--- src/rtl/vgacon_tty_ctrl_if.sv ---
// ---------------------------------------------------------------------------
// vgacon_tty_ctrl_if
// Bundles the byte-stream handshake and the text-buffer read/write port used
// by vgacon_tty_ctrl.
//   in_valid/in_data/in_color/in_ready : byte source -> controller handshake
//   buf_we/buf_waddr/buf_wchar/buf_wcolor : controller -> buffer write port
//   buf_raddr                            : controller -> buffer read address
//   buf_rchar/buf_rcolor                 : buffer -> controller read data
//                                          (combinational, same cycle)
// Modports:
//   master : the environment (byte source plus text buffer)
//   slave  : the tty controller
// ---------------------------------------------------------------------------
interface vgacon_tty_ctrl_if #(
  parameter int ADDR_W = 5
);
  logic              in_valid;
  logic [7:0]        in_data;
  logic [2:0]        in_color;
  logic              in_ready;

  logic              buf_we;
  logic [ADDR_W-1:0] buf_waddr;
  logic [6:0]        buf_wchar;
  logic [2:0]        buf_wcolor;
  logic [ADDR_W-1:0] buf_raddr;
  logic [6:0]        buf_rchar;
  logic [2:0]        buf_rcolor;

  modport master (
    output in_valid, in_data, in_color,
    input  in_ready,
    input  buf_we, buf_waddr, buf_wchar, buf_wcolor, buf_raddr,
    output buf_rchar, buf_rcolor
  );

  modport slave (
    input  in_valid, in_data, in_color,
    output in_ready,
    output buf_we, buf_waddr, buf_wchar, buf_wcolor, buf_raddr,
    input  buf_rchar, buf_rcolor
  );
endinterface

--- src/rtl/vgacon_tty_ctrl.sv ---
// ---------------------------------------------------------------------------
// vgacon_tty_ctrl
// Terminal-style sequencer: turns a byte stream into writes on the VGA console
// text buffer. Tracks a cursor, decodes control codes (LF, CR, BS, FF) and
// runs multi-cycle scroll/clear sequences through the buffer ports.
//
// Ports:
//   clk, rst_n      clock, synchronous active-low reset
//   bus (slave)     byte handshake + buffer read/write port
//   vblank          vertical blank from the scan-out timing
//   cursor_col/row  current cursor position
//   busy            high whenever the sequencer is not idle
//
// Build option:
//   VGACON_VBLANK_SYNC_EN  when defined, scroll/fill/clear steps only advance
//                          (and write) while vblank is high, so bulk updates
//                          never tear the visible frame.
// ---------------------------------------------------------------------------
module vgacon_tty_ctrl #(
  parameter int         NUM_ROWS      = 3,
  parameter int         NUM_COLS      = 10,
  parameter int         ADDR_W        = 5,
  parameter logic [2:0] DEFAULT_COLOR = 3'b010,
  parameter logic [6:0] FILL_CHAR     = 7'h20
) (
  input  logic                        clk,
  input  logic                        rst_n,
  vgacon_tty_ctrl_if.slave            bus,
  input  logic                        vblank,
  output logic [$clog2(NUM_COLS)-1:0] cursor_col,
  output logic [$clog2(NUM_ROWS)-1:0] cursor_row,
  output logic                        busy
);

  localparam int COL_W = $clog2(NUM_COLS);
  localparam int ROW_W = $clog2(NUM_ROWS);
  localparam int CELLS = NUM_ROWS * NUM_COLS;

  localparam logic [ADDR_W-1:0] LAST_CELL   = ADDR_W'(CELLS - 1);
  localparam logic [ADDR_W-1:0] SCROLL_LAST =
    ADDR_W'(((NUM_ROWS > 1) ? (NUM_ROWS - 1) * NUM_COLS : 1) - 1);
  localparam logic [ADDR_W-1:0] ROW_STRIDE  = ADDR_W'(NUM_COLS);
  localparam logic [COL_W-1:0]  COL_MAX     = COL_W'(NUM_COLS - 1);
  localparam logic [ROW_W-1:0]  ROW_MAX     = ROW_W'(NUM_ROWS - 1);

  localparam logic [7:0] CH_BS = 8'h08;
  localparam logic [7:0] CH_LF = 8'h0A;
  localparam logic [7:0] CH_FF = 8'h0C;
  localparam logic [7:0] CH_CR = 8'h0D;

  typedef enum logic [2:0] {
    IDLE,
    EXEC,
    SCROLL,
    FILL,
    CLEAR
  } state_t;

  // A one-row buffer has nothing to copy, so a bottom-row newline goes
  // straight to the fill of the (only) last row.
  localparam state_t BOTTOM_NL_STATE = (NUM_ROWS > 1) ? SCROLL : FILL;

  state_t            state;
  logic [ADDR_W-1:0] idx;
  logic [7:0]        byte_q;
  logic [2:0]        color_q;
  logic [COL_W-1:0]  col_q;
  logic [ROW_W-1:0]  row_q;

  logic [ADDR_W-1:0] cursor_addr;
  logic              exec_nl;
  logic              step_en;

  function automatic logic is_printable(input logic [7:0] b);
    return (b >= 8'h20) && (b <= 8'h7E);
  endfunction

`ifdef VGACON_VBLANK_SYNC_EN
  assign step_en = vblank;
`else
  // Bulk sequences free-run; vblank is intentionally not consulted.
  logic unused_vblank;
  assign unused_vblank = vblank;
  assign step_en       = 1'b1;
`endif

  assign cursor_addr = ADDR_W'(row_q) * ROW_STRIDE + ADDR_W'(col_q);

  // A newline is either an explicit LF or the wrap after the last column.
  assign exec_nl = (byte_q == CH_LF) ||
                   (is_printable(byte_q) && (col_q == COL_MAX));

  always_ff @(posedge clk) begin
    if (!rst_n) begin
      state <= IDLE;
      idx   <= '0;
      col_q <= '0;
      row_q <= '0;
    end else begin
      case (state)
        IDLE: begin
          if (bus.in_valid) begin
            byte_q  <= bus.in_data;
            color_q <= bus.in_color;
            state   <= EXEC;
          end
        end

        EXEC: begin
          state <= IDLE;
          idx   <= '0;
          if (is_printable(byte_q)) begin
            col_q <= (col_q == COL_MAX) ? '0 : col_q + 1'b1;
          end else begin
            case (byte_q)
              CH_CR: col_q <= '0;
              CH_BS: if (col_q != '0) col_q <= col_q - 1'b1;
              CH_FF: begin
                col_q <= '0;
                row_q <= '0;
                state <= CLEAR;
              end
              default: ;
            endcase
          end
          if (exec_nl) begin
            if (row_q != ROW_MAX) row_q <= row_q + 1'b1;
            else                  state <= BOTTOM_NL_STATE;
          end
        end

        // Copy row r+1 into row r, one cell per step. The last copy index
        // plus one is exactly the first cell of the bottom row.
        SCROLL: begin
          if (step_en) begin
            idx <= idx + 1'b1;
            if (idx == SCROLL_LAST) state <= FILL;
          end
        end

        FILL, CLEAR: begin
          if (step_en) begin
            if (idx == LAST_CELL) begin
              idx   <= '0;
              state <= IDLE;
            end else begin
              idx <= idx + 1'b1;
            end
          end
        end

        default: begin
          state <= IDLE;
          idx   <= '0;
        end
      endcase
    end
  end

  // Buffer port decode from the registered state/index. In SCROLL the write
  // data comes straight from the buffer read port, which answers in the same
  // cycle, so the copy needs no extra pipeline stage.
  always_comb begin
    bus.buf_we     = 1'b0;
    bus.buf_waddr  = idx;
    bus.buf_raddr  = '0;
    bus.buf_wchar  = FILL_CHAR;
    bus.buf_wcolor = DEFAULT_COLOR;
    case (state)
      EXEC: begin
        bus.buf_we     = is_printable(byte_q);
        bus.buf_waddr  = cursor_addr;
        bus.buf_wchar  = byte_q[6:0];
        bus.buf_wcolor = color_q;
      end
      SCROLL: begin
        bus.buf_we     = step_en;
        bus.buf_raddr  = idx + ROW_STRIDE;
        bus.buf_wchar  = bus.buf_rchar;
        bus.buf_wcolor = bus.buf_rcolor;
      end
      FILL, CLEAR: begin
        bus.buf_we = step_en;
      end
      default: ;
    endcase
  end

  assign bus.in_ready = (state == IDLE);
  assign busy         = (state != IDLE);
  assign cursor_col   = col_q;
  assign cursor_row   = row_q;

endmodule

--- src/flat_wrapper.sv ---
// flat-port wrapper written by rule: the top's interface ports become plain ports
module vgacon_tty_ctrl_flat 
#(
  parameter int         NUM_ROWS      = 3,
  parameter int         NUM_COLS      = 10,
  parameter int         ADDR_W        = 5,
  parameter logic [2:0] DEFAULT_COLOR = 3'b010,
  parameter logic [6:0] FILL_CHAR     = 7'h20
)
  (clk, rst_n, vblank, cursor_col, cursor_row, busy, bus_in_valid, bus_in_data, bus_in_color, bus_in_ready, bus_buf_we, bus_buf_waddr, bus_buf_wchar, bus_buf_wcolor, bus_buf_raddr, bus_buf_rchar, bus_buf_rcolor);
  vgacon_tty_ctrl_if #(.ADDR_W(ADDR_W)) bus_i ();
  input  logic clk;
  input  logic rst_n;
  input  logic vblank;
  output logic [$clog2(NUM_COLS)-1:0] cursor_col;
  output logic [$clog2(NUM_ROWS)-1:0] cursor_row;
  output logic busy;
  input wire logic [$bits(bus_i.in_valid)-1:0] bus_in_valid;
  input wire logic [$bits(bus_i.in_data)-1:0] bus_in_data;
  input wire logic [$bits(bus_i.in_color)-1:0] bus_in_color;
  output wire logic [$bits(bus_i.in_ready)-1:0] bus_in_ready;
  output wire logic [$bits(bus_i.buf_we)-1:0] bus_buf_we;
  output wire logic [$bits(bus_i.buf_waddr)-1:0] bus_buf_waddr;
  output wire logic [$bits(bus_i.buf_wchar)-1:0] bus_buf_wchar;
  output wire logic [$bits(bus_i.buf_wcolor)-1:0] bus_buf_wcolor;
  output wire logic [$bits(bus_i.buf_raddr)-1:0] bus_buf_raddr;
  input wire logic [$bits(bus_i.buf_rchar)-1:0] bus_buf_rchar;
  input wire logic [$bits(bus_i.buf_rcolor)-1:0] bus_buf_rcolor;
  assign bus_i.in_valid = bus_in_valid;
  assign bus_i.in_data = bus_in_data;
  assign bus_i.in_color = bus_in_color;
  assign bus_in_ready = bus_i.in_ready;
  assign bus_buf_we = bus_i.buf_we;
  assign bus_buf_waddr = bus_i.buf_waddr;
  assign bus_buf_wchar = bus_i.buf_wchar;
  assign bus_buf_wcolor = bus_i.buf_wcolor;
  assign bus_buf_raddr = bus_i.buf_raddr;
  assign bus_i.buf_rchar = bus_buf_rchar;
  assign bus_i.buf_rcolor = bus_buf_rcolor;
  vgacon_tty_ctrl #(.NUM_ROWS(NUM_ROWS), .NUM_COLS(NUM_COLS), .ADDR_W(ADDR_W), .DEFAULT_COLOR(DEFAULT_COLOR), .FILL_CHAR(FILL_CHAR)) u_core (.clk(clk), .rst_n(rst_n), .bus(bus_i), .vblank(vblank), .cursor_col(cursor_col), .cursor_row(cursor_row), .busy(busy));
endmodule
--- config.mk ---
export PLATFORM = sky130hd
export DESIGN_NAME = vgacon_tty_ctrl_flat
export DESIGN_NICKNAME = d
export VERILOG_FILES = /design/src/rtl/vgacon_tty_ctrl_if.sv /design/src/rtl/vgacon_tty_ctrl.sv /design/src/flat_wrapper.sv
export SDC_FILE = /design/constraint.sdc
export NUM_CORES = 1
export LEC_CHECK = 0
export ABC_CLOCK_PERIOD_IN_PS = 2070
export CAP_MARGIN = 5
export CORE_ASPECT_RATIO = 1.1
export CORE_UTILIZATION = 35
export DETAILED_ROUTE_END_ITERATION = 12
export HOLD_SLACK_MARGIN = 0.08
export PLACE_DENSITY_LB_ADDON = 0.1
export SYNTH_ARGS = -nofsm -noshare
export SYNTH_HDL_FRONTEND = slang
export SYNTH_SLANG_ARGS = --single-unit
--- constraint.sdc ---
create_clock -name clk -period 2.07 [get_ports clk]
set_clock_uncertainty 0.1 [all_clocks]
set_input_delay 0.5175 -clock clk [delete_from_list [all_inputs] [get_ports clk]]
set_output_delay 0.5175 -clock clk [all_outputs]
set_load 0.01 [all_outputs]
=== Word level (Yosys, flattened, before mapping) ===
Cells that the tools add are included.

* Output and inout port bits: 29
* Input port bits: 25
* Logic and storage cells: 67
* Register bits after elaboration: 25

* Reduce and logical (&&, ||, !) cells: 13
* Equal/unequal tests: 16
* Order comparisons: 2
* Add/sub/neg operators: 6
* Multipliers: 1
* Mux-type cells: 23

{| class="wikitable"
|+ Operator list
! cell !! number
|-
| 8-bit by 4-bit equality test with 1-bit output (second input constant) || 4
|-
| 3-bit two-way mux || 7
|-
| 5-bit two-way mux || 3
|-
| 5-bit one-hot mux with 3 select lines || 1
|-
| 7-bit one-hot mux with 2 select lines || 1
|-
| 4-bit two-way mux || 3
|-
| 3-bit one-hot mux with 4 select lines || 1
|-
| 5-bit equality test (second input constant) || 2
|-
| 3-bit AND reduction || 3
|-
| 8-bit by 6-bit greater-or-equal comparator with 1-bit output (second input constant) || 1
|-
| 8-bit by 7-bit less-or-equal comparator with 1-bit output (second input constant) || 1
|-
| 2-bit two-way mux || 4
|-
| 4-bit one-hot mux with 2 select lines || 1
|-
| 3-bit by 2-bit equality test with 1-bit output (second input constant) || 2
|-
| 3-bit one-hot mux with 2 select lines || 1
|-
| 3-bit nonzero test || 2
|-
| 5-bit by 1-bit adder with 5-bit output (second input constant) || 1
|-
| 5-bit by 4-bit adder with 5-bit output || 1
|-
| 5-bit by 4-bit adder with 5-bit output (second input constant) || 1
|-
| 4-bit by 1-bit adder with 4-bit output (second input constant) || 1
|-
| 4-bit equality test (second input constant) || 1
|-
| 2-bit by 3-bit multiplier with 4-bit output (second input constant) || 1
|-
| 2-bit by 1-bit inequality test with 1-bit output (second input constant) || 2
|-
| 2-bit inequality test (second input constant) || 2
|-
| 12 further kinds || 14
|}

=== Logic depth before layout (Yosys ltp) ===
* Word-level depth: 6
* Depth in mapped cells: 7

=== Worst setup path before layout ===
Ideal clock, no wire load.

* Kind: register to output
* Start point: register u_core.col_q[1], in the netlist u_core.cursor_col[1]
* End point: output port bus_buf_waddr[3]
* Setup slack: -0.065 ns
* Stages on the path, launching flop included: 6
* Required time: 1.452 ns
* Arrival time: 1.517 ns
* Path through: dfxtp_1 > ha_1 > inv_1 > fa_1 > xor2_1 > o21ai_0

* Cells in the longest elaborated chain, start to end: 2

{| class="wikitable"
|+ RTL lines
! what !! line !! source
|-
| start, declared || vgacon_tty_ctrl.sv:67 || <nowiki>logic [COL_W-1:0] col_q;</nowiki>
|-
| start signal, assigned || vgacon_tty_ctrl.sv:113 || <nowiki>col_q <= (col_q == COL_MAX) ? '0 : col_q + 1'b1;</nowiki>
|-
| start signal, assigned || vgacon_tty_ctrl.sv:117 || <nowiki>CH_BS: if (col_q != '0) col_q <= col_q - 1'b1;</nowiki>
|-
| 5-bit by 4-bit adder with 5-bit output || vgacon_tty_ctrl.sv:87 || <nowiki>assign cursor_addr = ADDR_W'(row_q) * ROW_STRIDE + ADDR_W'(col_q);</nowiki>
|-
| 5-bit two-way mux || vgacon_tty_ctrl.sv:169 || <nowiki>case (state)</nowiki>
|-
| end, declared || flat_wrapper.sv:23 || <nowiki>output wire logic [$bits(bus_i.buf_waddr)-1:0] bus_buf_waddr;</nowiki>
|}

Every way passes these cells.

=== Final worst setup path ===
* Start point: register u_core.byte_q[5]
* End point: output port bus_buf_we

* Cells in the longest elaborated chain, start to end: 3

{| class="wikitable"
|+ RTL lines
! what !! line !! source
|-
| start, declared || vgacon_tty_ctrl.sv:65 || <nowiki>logic [7:0] byte_q;</nowiki>
|-
| start signal, assigned || vgacon_tty_ctrl.sv:103 || <nowiki>byte_q <= bus.in_data;</nowiki>
|-
| 8-bit by 6-bit greater-or-equal comparator with 1-bit output or 8-bit by 7-bit less-or-equal comparator with 1-bit output (tied branches) || vgacon_tty_ctrl.sv:75 || <nowiki>return (b >= 8'h20) && (b <= 8'h7E);</nowiki>
|-
| 1-bit logical AND (*) || vgacon_tty_ctrl.sv:75 ||
|-
| 1-bit one-hot mux with 2 select lines (*) || vgacon_tty_ctrl.sv:169 ||
|-
| end, declared || flat_wrapper.sv:22 || <nowiki>output wire logic [$bits(bus_i.buf_we)-1:0] bus_buf_we;</nowiki>
|}

Every way passes the cells marked *; elsewhere a longest branch is shown, timed or not.

==> out/results.ini <==
[clock_tree]
ctsRootBufferMaster=clkbuf_8
cts_tree=yes
clkTransAtPathRegs_ns=0.09
clock_path_buffers=2
clock_sinks=25
cts_hold_buf=0
worstSkewPairLatency_ns=0.27
htreeDepth=1
cts_inserted_buffers=3

[detailed_routing]
num_vias=1857
wl_um=5119
vias_per_cell=5.173
dr.first_iter.drc_count=92
avgRoutedWirePerCell_um=14.26
drc=0
ant_nets=0
drt-pass1-iter-count=4

[floorplanning]
initial_utilization_pct=37.53
die_w_um=67.57
row_count=25
coreArea_um2=4410
die_h_um=74.13
fp.dieArea_um2=5009
ios=54

[power_and_ir_drop]
power_leakage_nw=1.253
combPwrFrac_pct=26.9
power_switching_w=0.0003123
vdd_drop_max_uv=310.4
clock_power_share_pct=26.5
p_seq_share_pct=46.6
power.density_nw_per_um2=396.7
intPower_w=0.0008462
switching_share_pct=26.96

[sta]
rsz0062_at_grt=yes
slew_viol_final=0
hold_violations=0
max_clock_freq_mhz=458.9
final.period_utilization_pct=105.3
min_period_ns=2.179
worst_pin_slew_ns=0.2942
maxSlewHeadroom_pct=80.14
setup_viol=16
hold_ws_ns=0.4901
layout_setup_ws_ns=-0.1091

[job]
cap_violations=0

[placement]
port_buffers=52
dp_hpwl_um=3558
dp.cells=329
gp_congestion=0.8391

[yosys]
ys_ff_latch=25
yosysWarnings=0
ys_types=50
ys_seq_area_share_pct=36.89
syn_avg_cell_area_um2=8.852
synth-main-ff-cell=dfxtp_1
synth_fp_nets=224
synth_cells=187
synth_area_um2=1655
synthArstFlopShare_pct=0
synth_edf_count=11

[final_layout]
antennaDiodeCount=0
drive_above_1_share_pct=42.30
syn2layout_area_growth_pct=76.42
final_nets=343
layout.cells.non_filler=359
final_util_pct=66.21

[global_route]
grt_max_degree=14
grt-ovfl-total=0
antenna_found_initial=0
grt_pass1_wl_um=8204
grt_pass1_vias=1854
grt_usage_pct=21.51

[run_status]
status=finished with violations
violations=negative setup slack

[worst_setup_path]
r2r-start=u_core.cursor_col[1]
crit_start=u_core.byte_q[5]
crit_fanout=4
crit_path_end_kind=primary output
startpoint_type=flip-flop
worstPathArrival_ns=1.56
reg2reg_slack_ns=0.05
critical_path_class=reg -> out
required_ns=1.45

[worst_hold_path]
min-delay-start=u_core.state[1]
hp-class=reg -> reg

cell usage after synthesis (3+ instances only):
cell	instances	share of area [%]
a21oi_1	6	1.8
a22o_1	8	4.2
nor2_1	15	3.4
inv_1	9	2.0
clkbuf_1	7	1.6
o21ai_0	14	4.2
and2_1	3	1.1
nor4_1	4	1.5
nand4_1	4	1.5
dfxtp_1	14	17
edfxtp_1	11	20
ha_1	11	8.3
or3_1	3	1.1
xor2_1	7	3.7
nand2_1	14	3.2
nor3_1	4	1.2
nand3_1	9	2.7
cell type report:
type                    instances  area (µm²)
inverters                      10       37.54
flip-flops and latches         25       626.9
clock buffers                   4       45.04
fillers                       366        1490
well taps                      54       67.56
multi-input cells             143        1111
repair buffers                123        1032
metrics by stage:
step / TNS [ns] / worst slack, ns / total power [W] / instance area, µm²
5_1_grt: -1.977 / -0.1549 / 0.001201 / 2920
3_3_place_gp: -3.876 / -0.2671 / 0.0008087 / 2545
4_1_cts: -0.5611 / -0.08874 / 0.001138 / 2771
3_5_place_dp: -3.848 / -0.3069 / 0.0008111 / 2545
2_1_floorplan: 0 / 0.01191 / 0.0006564 / 1655
6_report: -0.9019 / -0.1091 / 0.001158 / 2920
worst max-delay path, stage by stage, from the launching register on:
cell and delay [ns]:
edfxtp_1 0.43, nand4_1 0.18, o21ai_2 0.19, o21ai_1 0.09, mux2_2 0.27, buf_6 0.12
cell usage in the layout (no fill, tap or decap), types with 4 or more instances in the layout:
| master | synthesis | final |
|---|---|---|
| a21oi_1 | 6 | 5 |
| a22o_1 | 8 | 8 |
| buf_2 | 1 | 19 |
| buf_4 | 0 | 51 |
| buf_6 | 0 | 22 |
| clkdlybuf4s50_1 | 0 | 29 |
| dfxtp_1 | 14 | 7 |
| dfxtp_2 | 0 | 4 |
| edfxtp_1 | 11 | 11 |
| ha_1 | 11 | 8 |
| inv_1 | 9 | 7 |
| nand2_1 | 14 | 13 |
| nand3_1 | 9 | 8 |
| nand4_1 | 4 | 4 |
| nor2_1 | 15 | 15 |
| nor4_1 | 4 | 4 |
| o21ai_0 | 14 | 5 |
| o21ai_1 | 1 | 6 |
| o21ai_2 | 0 | 4 |
| xor2_1 | 7 | 7 |
worst paths after layout:
check	to	depth (start not counted)
worst max-delay path	bus_buf_we	5
worst min-delay path	u_core.state[2]	2
worst max register to register	u_core.cursor_col[0]	8
worst min register to register	u_core.state[2]	2
repair_timing:
item / in CTS / in global routing
pin swaps: 15 / 13
buffers inserted: 17 / 7
setup endpoints to repair: 23 / 25
endpoints found under the hold margin: 0 / 0
gates cloned: 2 / 0
gates resized for setup: 135 / 24
kinds of logic (layout without fill, tap and decap cells):
group	Yosys count	count (layout)	share of synthesized area (%)
and+or+nand+nor	67	67	20.79
AOI/OAI and AO/OA	55	55	23.43
DFF	25	25	36.89
buffers and inverters	19	137	4.459
adders and majority gates	12	12	9.524
xor gates and xnor gates	8	8	4.233
muxes	1	1	0.6802
power by group through the flow:
| stage | Combinational (W) | Clock [W] | Sequential [W] |
|---|---|---|---|
| global placement | 0.000258 | 0 | 0.000551 |
| global route | 0.000338 | 0.000322 | 0.000542 |
| floorplan | 0.0000971 | 0 | 0.000559 |
| CTS | 0.000283 | 0.000312 | 0.000542 |
| finish | 0.000312 | 0.000307 | 0.000539 |
| detailed placement | 0.000260 | 0 | 0.000551 |
flip-flops by register name, summed over array words and instances, names as in the netlist, named ones only:
name,cells
u_core.color_q,3
u_core.cursor_row,1
u_core.cursor_col,4
u_core.idx,5
u_core.byte_q,8
u_core.state,3
metal layers:
layer	wire length, µm	track usage, %	vias up
li1	-	-	936
met1	2218	26.55	850
met2	2587	38.06	65
met3	244	2.761	6
met4	69	7.092	0
met5	0	0	-
Note: power is estimated with default switching activity, not from simulation.
